===== config.mk =====
export PLATFORM = sky130hd
export DESIGN_NAME = i2c_target_regif
export DESIGN_NICKNAME = d
export VERILOG_FILES = /design/src/rtl/i2c_target_regif.sv
export SDC_FILE = /design/constraint.sdc
export NUM_CORES = 1
export LEC_CHECK = 0
export BUFFER_PORTS_ARGS = -buffer_cell sky130_fd_sc_hd__buf_2
export CORE_UTILIZATION = 45
export CTS_BUF_LIST = sky130_fd_sc_hd__clkbuf_8
export DETAILED_ROUTE_END_ITERATION = 6
export PLACE_DENSITY = 0.65
export SKIP_LAST_GASP = 1
export SLEW_MARGIN = 20
export SYNTH_ARGS = -nofsm -noshare
export SYNTH_HDL_FRONTEND = slang
export SYNTH_SLANG_ARGS = --single-unit

===== constraint.sdc =====
create_clock -name CLK -period 2.95 [get_ports CLK]
set_clock_uncertainty 0.2 [all_clocks]
set_input_delay 0.295 -clock CLK [delete_from_list [all_inputs] [get_ports CLK]]
set_output_delay 0.295 -clock CLK [all_outputs]
set_load 0.02 [all_outputs]

===== src/rtl/i2c_target_regif.sv =====
// I2C target with a register-file port: START/STOP decode, 7-bit address match, index auto-increment.
// Defining I2C_TARGET_GLITCH_FILTER_EN inserts a FILTER_LEN-sample glitch filter after the synchronizers.
module i2c_target_regif #(
    parameter logic [6:0] TARGET_ADDR = 7'h50,
    parameter int         SYNC_STAGES = 2,
    parameter int         FILTER_LEN  = 3
) (
    input  logic       CLK,
    input  logic       RST,
    input  logic       SCL_IN,
    input  logic       SDA_IN,
    output logic       SDA_OE,
    output logic       reg_wr_en,
    output logic [7:0] reg_wr_index,
    output logic [7:0] reg_wr_data,
    output logic [7:0] reg_rd_index,
    input  logic [7:0] reg_rd_data,
    output logic       busy,
    output logic       start_det,
    output logic       stop_det
);
    typedef enum logic [3:0] {
        IDLE, ADDR, ADDR_ACK, INDEX, INDEX_ACK, WDATA, WDATA_ACK, RDATA, RDATA_ACK, IGNORE
    } state_t;

    logic [1:0] line_in;
    logic [1:0] line_f;
    logic [1:0] line_q_reg;

    // Bit 1 carries SCL, bit 0 carries SDA.
    assign line_in = {SCL_IN, SDA_IN};

    genvar gi;
    generate
        for (gi = 0; gi < 2; gi++) begin : g_line
            logic [SYNC_STAGES-1:0] sync_reg;
            always_ff @(posedge CLK) begin
                if (RST) sync_reg <= '1;
                else     sync_reg <= {sync_reg[SYNC_STAGES-2:0], line_in[gi]};
            end
`ifdef I2C_TARGET_GLITCH_FILTER_EN
            localparam int CW = $clog2(FILTER_LEN + 1);
            logic          filt_reg;
            logic [CW-1:0] cnt_reg;
            always_ff @(posedge CLK) begin
                if (RST) begin
                    filt_reg <= 1'b1;
                    cnt_reg  <= '0;
                end else if (sync_reg[SYNC_STAGES-1] == filt_reg) begin
                    cnt_reg <= '0;
                end else if (cnt_reg == CW'(FILTER_LEN - 1)) begin
                    filt_reg <= sync_reg[SYNC_STAGES-1];
                    cnt_reg  <= '0;
                end else begin
                    cnt_reg <= cnt_reg + 1'b1;
                end
            end
            assign line_f[gi] = filt_reg;
`else
            assign line_f[gi] = sync_reg[SYNC_STAGES-1];
`endif
        end
    endgenerate

    always_ff @(posedge CLK) begin
        if (RST) line_q_reg <= 2'b11;
        else     line_q_reg <= line_f;
    end

    logic scl, sda, scl_q, sda_q;
    logic scl_rise, scl_fall, start_cond, stop_cond;
    assign scl        = line_f[1];
    assign sda        = line_f[0];
    assign scl_q      = line_q_reg[1];
    assign sda_q      = line_q_reg[0];
    assign scl_rise   = scl & ~scl_q;
    assign scl_fall   = ~scl & scl_q;
    // SCL level before any coincident edge qualifies START/STOP.
    assign start_cond = ~sda & sda_q & scl_q;
    assign stop_cond  = sda & ~sda_q & scl_q;

    state_t     state_reg, state_next;
    logic [7:0] shift_reg, shift_next;
    logic [2:0] bit_cnt_reg, bit_cnt_next;
    logic [7:0] ptr_reg, ptr_next;
    logic       ack_on_reg, ack_on_next;
    logic       sda_oe_reg, sda_oe_next;
    logic       wr_en_reg, wr_en_next;
    logic [7:0] wr_index_reg, wr_index_next;
    logic [7:0] wr_data_reg, wr_data_next;
    logic       start_det_reg, stop_det_reg;

    always_ff @(posedge CLK) begin
        if (RST) begin
            state_reg     <= IDLE;
            shift_reg     <= '0;
            bit_cnt_reg   <= '0;
            ptr_reg       <= '0;
            ack_on_reg    <= 1'b0;
            sda_oe_reg    <= 1'b0;
            wr_en_reg     <= 1'b0;
            wr_index_reg  <= '0;
            wr_data_reg   <= '0;
            start_det_reg <= 1'b0;
            stop_det_reg  <= 1'b0;
        end else begin
            state_reg     <= state_next;
            shift_reg     <= shift_next;
            bit_cnt_reg   <= bit_cnt_next;
            ptr_reg       <= ptr_next;
            ack_on_reg    <= ack_on_next;
            sda_oe_reg    <= sda_oe_next;
            wr_en_reg     <= wr_en_next;
            wr_index_reg  <= wr_index_next;
            wr_data_reg   <= wr_data_next;
            start_det_reg <= start_cond;
            stop_det_reg  <= stop_cond;
        end
    end

    always_comb begin
        state_next = state_reg;
        if (start_cond) begin
            state_next = ADDR;
        end else if (stop_cond) begin
            state_next = IDLE;
        end else begin
            case (state_reg)
                ADDR:      if (scl_rise && bit_cnt_reg == 3'd7)
                               state_next = (shift_reg[6:0] == TARGET_ADDR) ? ADDR_ACK : IGNORE;
                ADDR_ACK:  if (scl_fall && ack_on_reg) state_next = shift_reg[0] ? RDATA : INDEX;
                INDEX:     if (scl_rise && bit_cnt_reg == 3'd7) state_next = INDEX_ACK;
                INDEX_ACK: if (scl_fall && ack_on_reg) state_next = WDATA;
                WDATA:     if (scl_rise && bit_cnt_reg == 3'd7) state_next = WDATA_ACK;
                WDATA_ACK: if (scl_fall && ack_on_reg) state_next = WDATA;
                RDATA:     if (scl_fall && bit_cnt_reg == 3'd7) state_next = RDATA_ACK;
                RDATA_ACK: begin
                    if (scl_rise && sda)              state_next = IGNORE;
                    else if (scl_fall && ack_on_reg)  state_next = RDATA;
                end
                default:   state_next = state_reg;
            endcase
        end
    end

    // ACK states use ack_on_reg to tell the ACK-start fall from the ACK-end fall.
    always_comb begin
        shift_next    = shift_reg;
        bit_cnt_next  = bit_cnt_reg;
        ptr_next      = ptr_reg;
        ack_on_next   = ack_on_reg;
        sda_oe_next   = sda_oe_reg;
        wr_en_next    = 1'b0;
        wr_index_next = wr_index_reg;
        wr_data_next  = wr_data_reg;
        if (start_cond || stop_cond) begin
            bit_cnt_next = '0;
            ack_on_next  = 1'b0;
            sda_oe_next  = 1'b0;
        end else begin
            case (state_reg)
                ADDR, INDEX, WDATA: if (scl_rise) begin
                    shift_next   = {shift_reg[6:0], sda};
                    bit_cnt_next = bit_cnt_reg + 3'd1;
                end
                ADDR_ACK, INDEX_ACK, WDATA_ACK: if (scl_fall) begin
                    if (!ack_on_reg) begin
                        ack_on_next = 1'b1;
                        sda_oe_next = 1'b1;
                        if (state_reg == INDEX_ACK) ptr_next = shift_reg;
                        if (state_reg == WDATA_ACK) begin
                            wr_en_next    = 1'b1;
                            wr_index_next = ptr_reg;
                            wr_data_next  = shift_reg;
                            ptr_next      = ptr_reg + 8'd1;
                        end
                    end else begin
                        ack_on_next = 1'b0;
                        sda_oe_next = 1'b0;
                        if (state_reg == ADDR_ACK && shift_reg[0]) begin
                            shift_next   = reg_rd_data;
                            ptr_next     = ptr_reg + 8'd1;
                            sda_oe_next  = ~reg_rd_data[7];
                            bit_cnt_next = '0;
                        end
                    end
                end
                RDATA: if (scl_fall) begin
                    if (bit_cnt_reg == 3'd7) begin
                        sda_oe_next  = 1'b0;
                        bit_cnt_next = '0;
                    end else begin
                        shift_next   = {shift_reg[6:0], 1'b0};
                        sda_oe_next  = ~shift_reg[6];
                        bit_cnt_next = bit_cnt_reg + 3'd1;
                    end
                end
                RDATA_ACK: begin
                    if (scl_rise && !sda) begin
                        ack_on_next = 1'b1;
                    end else if (scl_fall && ack_on_reg) begin
                        ack_on_next  = 1'b0;
                        shift_next   = reg_rd_data;
                        ptr_next     = ptr_reg + 8'd1;
                        sda_oe_next  = ~reg_rd_data[7];
                        bit_cnt_next = '0;
                    end
                end
                default: ;
            endcase
        end
    end

    always_comb begin
        SDA_OE       = sda_oe_reg;
        reg_wr_en    = wr_en_reg;
        reg_wr_index = wr_index_reg;
        reg_wr_data  = wr_data_reg;
        reg_rd_index = ptr_reg;
        busy         = (state_reg != IDLE);
        start_det    = start_det_reg;
        stop_det     = stop_det_reg;
    end
endmodule


# Yosys cells after proc, flatten, opt, wreduce, memory -nomap -nowiden

Index checks and enable logic that the tools add are counted.

Register bits after elaboration: 50
Input bits: 12
Output and inout port bits: 29
Logic and storage cells: 149

Add/sub/neg operators: 2
Eq/ne operators: 35
Mux-type cells: 53
Bitwise logic cells: 16
Reduce and logical (&&, ||, !) cells: 28

Operators by type and width:

| kind                                                                  | count |
|---|---|
| 8-bit two-way mux                                                     | 15 |
| 4-bit two-way mux                                                     | 9 |
| 8-bit one-hot mux with 4 select lines                                 | 1 |
| 4-bit one-hot mux with 7 select lines                                 | 1 |
| 3-bit two-way mux                                                     | 9 |
| 2-bit != test, second input constant                                  | 12 |
| 8-bit AND reduction                                                   | 3 |
| 4-bit != test, second input constant                                  | 5 |
| 4-bit by 3-bit equality test with 1-bit output, second input constant | 4 |
| 8-bit one-hot mux with 2 select lines                                 | 1 |
| 1-bit two-way mux                                                     | 14 |
| 3-bit one-hot mux with 4 select lines                                 | 1 |
| 1-bit NOT                                                             | 10 |
| 10-bit AND reduction                                                  | 1 |
| 5-bit AND reduction                                                   | 2 |
| 3-bit != test, second input constant                                  | 3 |
| 9-bit nonzero test                                                    | 1 |
| 3-bit OR reduction                                                    | 3 |
| 8-bit by 1-bit adder with 8-bit output, second input constant         | 1 |
| 4-bit by 2-bit equality test with 1-bit output, second input constant | 2 |
| 4-bit nonzero test                                                    | 2 |
| 7-bit equality test, second input constant                            | 1 |
| 7-bit AND reduction                                                   | 1 |
| 7-bit nonzero test                                                    | 1 |
| other kinds (19)                                                      | 31 |

# Depth between registers and ports, before layout

Word-level depth: 8
Mapped depth: 8
Depth with buffers taken out: 7

# Worst setup path before layout

No wires, ideal clock.

Path kind: reg-to-reg
Start: register state_reg[1]
End: register state_reg[2]
Library setup time: 0.116 ns
Arrival: 1.775 ns
Data required time: 2.634 ns
Path slack: 0.858 ns
Cell stages (with the launch flop): 7
Buffers on the path: 1
Clock period less this slack: 2.092 ns
Cell sequence: dfxtp_1 -> or4b_1 -> buf_2 -> a21oi_2 -> a21oi_1 -> or4_1 -> o211a_1

Longest elaborated chain between the ends: 4
Elaborated cells on any way between the ends: 19
Those cells by class: eq/ne: 15; mux: 1; reduce/logical: 3

RTL lines:

| what                                                                                                   | RTL line | RTL |
|---|---|---|
| start: declaration                                                                                     | 82       | `state_t state_reg, state_next;` |
| start signal: assignment                                                                               | 107      | `state_reg <= state_next;` |
| 4-bit by 3-bit equality test with 1-bit output                                                         | 128      | `case (state_reg)` |
| 2-bit OR reduction (no source line)                                                                    | n/a      |  |
| 7-bit nonzero test (no source line) / 2-bit by 1-bit != test with 1-bit output (equally long branches) | n/a      |  |
| 8-bit AND reduction (no source line)                                                                   | n/a      |  |

Several ways; a longest one is shown, not always the timed one.
A chain may end at the register's enable or synchronous reset.

# Worst setup path in the final report

Start: register state_reg[2]
End: register shift_reg[4]

Longest elaborated chain between the ends: 4
Elaborated cells on any way between the ends: 22
Those cells by class: eq/ne: 16; mux: 1; reduce/logical: 5

RTL lines:

| what                                                                        | RTL line | RTL |
|---|---|---|
| 4-bit by 3-bit equality test with 1-bit output (tied with other cells)      | 161      | `case (state_reg)` |
| 3-bit OR reduction / 1-bit logical AND (equally long branches)              | 161, 180 |  |
| 4-bit nonzero test (no source line) / 2-bit != test (equally long branches) | n/a      |  |
| 10-bit AND reduction (no source line)                                       | n/a      |  |
| end signal: assignment                                                      | 108      | `shift_reg <= shift_next;` |
| end: declaration                                                            | 83       | `logic [7:0] shift_reg, shift_next;` |

Several ways; a longest one is shown, not always the timed one.

==> results summary <==
The flow ran to the end, and the final reports show no timing, DRC or antenna violations. IR analysis of the VDD net gives a maximum drop of 0.0002975 V. The share of layout cells above drive strength 1 came out at 20.64%. For this run, design rule violations remaining after detail routing come to 0. After detailed routing, the average wire length per cell comes to 15.65 um.

The number of ports placed on the die boundary is 41. In the synthesized netlist the dominant register cell turns out to be sky130_fd_sc_hd__dfxtp_1. The number of storage elements in the synthesis netlist came out at 50.

Of the total power, the share spent switching nets is 23.61%. The floorplan has 28 rows. The number of nets in the layout is 387. The deepest clock path buffer count came out at 2. The number of antenna diodes came out at 0.

The reported max-cap violation count is 0. The CTS buffer count came out at 5. The final count of hold timing violations is 0. The part of the Yosys area used for sequential elements is 36.18%.

The detailed router placed 2668 vias in this run. The number of filler instances in the final layout is 579. The critical path's largest stage delay came out at 0.71 ns. Across every metal layer, demand over resource in global routing totals 23.22%.

The number of flops mapped to enable cells by yosys is 0. The pin count of the biggest net entering global routing came out at 45. The total of cells resized after clock tree synthesis is 0. The count of routing violations after the opening detailed-route iteration is 291.

The HPWL reported at the end of detailed placement came out at 4882 um. The final count of negative-setup-slack endpoints is 0. The maximum fanout along the worst path came out at 19. The worst setup path is launched from a flop.

The areal power density over the cells came out at 409.7 nW/um2. For this design, the slowest cell found on the critical path is sky130_fd_sc_hd__or4b_1. The floorplan step defined a die boundary enclosing 6465 um2. The worst setup path is captured at a flop. The number of antenna violations at the first check in global routing is 0. The async set-or-reset flop fraction in the synthesized netlist is 0%. The endpoint arrival time on the critical path is 2.61 ns. The post-synthesis cell count came out at 341.

The buffering stage count on the worst path with inverters included is 0. The global-route wire length before repair is 11630 um. The shortest clock period the worst path allows after layout is 2.636 ns. Using the TritonRoute via totals, the vias-per-cell ratio works out to 5.955. The routability-driven placement congestion ratio came out at 0.9695.

Walking the worst path, the cells encountered are or4b_1 -> o21ai_2 -> o21ai_1 -> a31oi_1 -> a311oi_1. Setup repair after global routing left no endpoint under its margin. The remaining antenna violation count came out at 0. The required time reported for the critical path endpoint is 2.92 ns.

The number of levels the H-tree was split into is 2. The fraction of the cycle the final worst path needs is 89.34%. The critical path in this run is classified as reg -> reg. Once placement finished, the instance area stood at 3015 um2. The number of global-route vias before repair came to 2329. In this run the tightest slew margin relative to its limit is 49.66%. Relative to the synthesized area, the layout overhead comes to 14.11%. Grouping stages by cell kind, the critical path spends the most delay in compound AO/OA/AOI/OAI gates. TritonCTS built the clock tree.

The finished cells cover 3157 um2. For the pin with the worst max-slew slack, the measured transition is 0.7550 ns. Timing would allow up to 0.3794 GHz. The worst hold margin came out at 0.1320 ns. The path class of the tightest hold or removal check is in -> reg. Global routing finished with a remaining overflow of 0. The clock-pin slew of the registers on the worst-case setup and hold paths came out at 0.10 ns.

The starting density of the core is 46.72%. The floorplan step set the die height to 80.41 um. The total core area is 5921 um2. The iteration count of the initial detailed-routing pass is 5. The sequential group share of total power came out at 53.3%. The total leakage power came out at 1.194 nW.

The distinct cell type count after synthesis came out at 58. The netlist area before placement is 2766 um2. The internal power consumption came out at 0.9879 mW. The total of warnings raised by yosys is 0. Clock tree synthesis selected as its root buffer the cell sky130_fd_sc_hd__clkbuf_8. CTS saw 50 sinks. The die is 80.41 um wide.

The setup total negative slack is 0 ns. The number of pins exceeding their max-slew limit in the final report was 0. The share of the core filled with cells is 53.32%. The routed wire length came out at 7013 um.

Averaged over all synthesized cells, the footprint is 8.113 um2. The count of buffers added on input and output ports is 40. The net count of the mapped netlist is 356. The library cell used most frequently in the layout, excluding fill and tap cells, is sky130_fd_sc_hd__dfxtp_1. The net switching power figure came out at 0.3054 mW.

The combinational fraction of design power is 6.3%. The clock latency of the later-clocked register in the worst-skew pair came out at 0.31 ns. In the layout the commonest cells are 50 x sky130_fd_sc_hd__dfxtp_1, 48 x sky130_fd_sc_hd__nand2_1, 40 x sky130_fd_sc_hd__buf_2, 36 x sky130_fd_sc_hd__a21oi_1. The clock network fraction of design power is 40.4%.
-- per-layer routing --
metal	up-vias	part of all wire, %	track usage [%]
met5	-	0	0
met4	0	1.1	6.607
met3	7	5.2	3.750
met2	82	45	34.75
met1	1253	49	33.86
li1	1326	-	-
-- per-stage QoR --
step                setup slack, ns  cells  total power, mW
floorplan                    0.8585    341           0.7563
global placement             0.4270    438           0.7825
detailed placement           0.3561    438           0.7828
CTS                          0.3522    448            1.308
global route                 0.1775    448            1.343
finish                       0.3144    448            1.293
-- logic make-up (layout without fill, tap and decap cells) --
logic type,count (synthesis),in the layout,share of synthesized area (%)
AND/OR/NAND/NOR,128,128,24.74
flip-flops,50,50,36.18
AO/OA/AOI/OAI,108,108,26.37
XOR/XNOR,1,1,0.3167
buffers and inverters,37,69,5.970
adder cells (fa/ha/maj),4,4,1.719
multiplexers,13,13,4.704
-- final timing paths --
| path | start | to | slack [ns] | cells past startpoint |
|---|---|---|---|---|
| setup reg to reg | state_reg[2] | shift_reg[4] | 0.31 | 5 |
| hold / removal | reg_rd_data[3] | shift_reg[3] | 0.13 | 3 |
| hold reg to reg | g_line[1].sync_reg[0] | g_line[1].sync_reg[1] | 0.22 | 1 |
| setup / recovery | state_reg[2] | shift_reg[4] | 0.31 | 5 |
-- tightest hold or removal path, stage by stage --
cell,delay [ns]
sky130_fd_sc_hd__buf_2,0.10
sky130_fd_sc_hd__mux2i_1,0.12
sky130_fd_sc_hd__a311oi_1,0.09
-- synth_stat cells, types with 2 or more instances --
master | number | area, um2
sky130_fd_sc_hd__dfxtp_1 | 50 | 1001
sky130_fd_sc_hd__nand2_1 | 48 | 180.2
sky130_fd_sc_hd__a21oi_1 | 36 | 180.2
sky130_fd_sc_hd__clkbuf_1 | 16 | 60.06
sky130_fd_sc_hd__mux2i_1 | 13 | 130.1
sky130_fd_sc_hd__buf_2 | 11 | 55.05
sky130_fd_sc_hd__nor2_1 | 11 | 41.29
sky130_fd_sc_hd__a31oi_1 | 10 | 62.56
sky130_fd_sc_hd__nor2b_1 | 9 | 56.30
sky130_fd_sc_hd__nand3_1 | 8 | 40.04
sky130_fd_sc_hd__o21ai_0 | 8 | 40.04
sky130_fd_sc_hd__o31ai_1 | 8 | 60.06
sky130_fd_sc_hd__or2_2 | 8 | 50.05
sky130_fd_sc_hd__a311oi_1 | 7 | 61.31
sky130_fd_sc_hd__inv_1 | 6 | 22.52
sky130_fd_sc_hd__nor3b_1 | 6 | 45.04
sky130_fd_sc_hd__o311ai_0 | 6 | 52.55
sky130_fd_sc_hd__a211oi_1 | 5 | 37.54
sky130_fd_sc_hd__and3_1 | 5 | 31.28
sky130_fd_sc_hd__nand2b_1 | 5 | 31.28
sky130_fd_sc_hd__nand4_1 | 4 | 25.02
sky130_fd_sc_hd__nor4b_1 | 4 | 35.03
sky130_fd_sc_hd__buf_4 | 3 | 22.52
sky130_fd_sc_hd__ha_1 | 3 | 37.54
sky130_fd_sc_hd__nand3b_1 | 3 | 22.52
sky130_fd_sc_hd__o2111ai_1 | 3 | 26.28
sky130_fd_sc_hd__o211ai_1 | 3 | 22.52
sky130_fd_sc_hd__o221ai_1 | 3 | 26.28
sky130_fd_sc_hd__o22ai_1 | 3 | 18.77
sky130_fd_sc_hd__or3_1 | 3 | 18.77
sky130_fd_sc_hd__or4_1 | 3 | 22.52
sky130_fd_sc_hd__nor2_2 | 2 | 12.51
sky130_fd_sc_hd__nor3_1 | 2 | 10.01
sky130_fd_sc_hd__o21a_1 | 2 | 15.01
-- final cells by class --
cell class / instances / area, um2 / area share, %
multi-input combinational: 254 / 1600 / 50.69
sequential: 50 / 1001 / 31.71
timing repair buffer: 55 / 317.8 / 10.07
tap: 75 / 93.84 / 2.973
clock buffer: 6 / 82.58 / 2.616
clock inverter: 2 / 38.79 / 1.229
inverter: 6 / 22.52 / 0.7134
-- power groups by stage --
stage | clock [mW] | combinational (mW) | sequential [mW]
2_1_floorplan | 0 | 0.0557 | 0.701
3_3_place_gp | 0 | 0.0778 | 0.705
3_5_place_dp | 0 | 0.0780 | 0.705
4_1_cts | 0.538 | 0.0804 | 0.689
5_1_grt | 0.563 | 0.0895 | 0.691
6_report | 0.523 | 0.0811 | 0.689
-- timing repair --
item,CTS,global route
setup buffers,0,0
hold endpoints to repair,2,0
hold buffers,2,0
(Power assumes the default switching activity.)
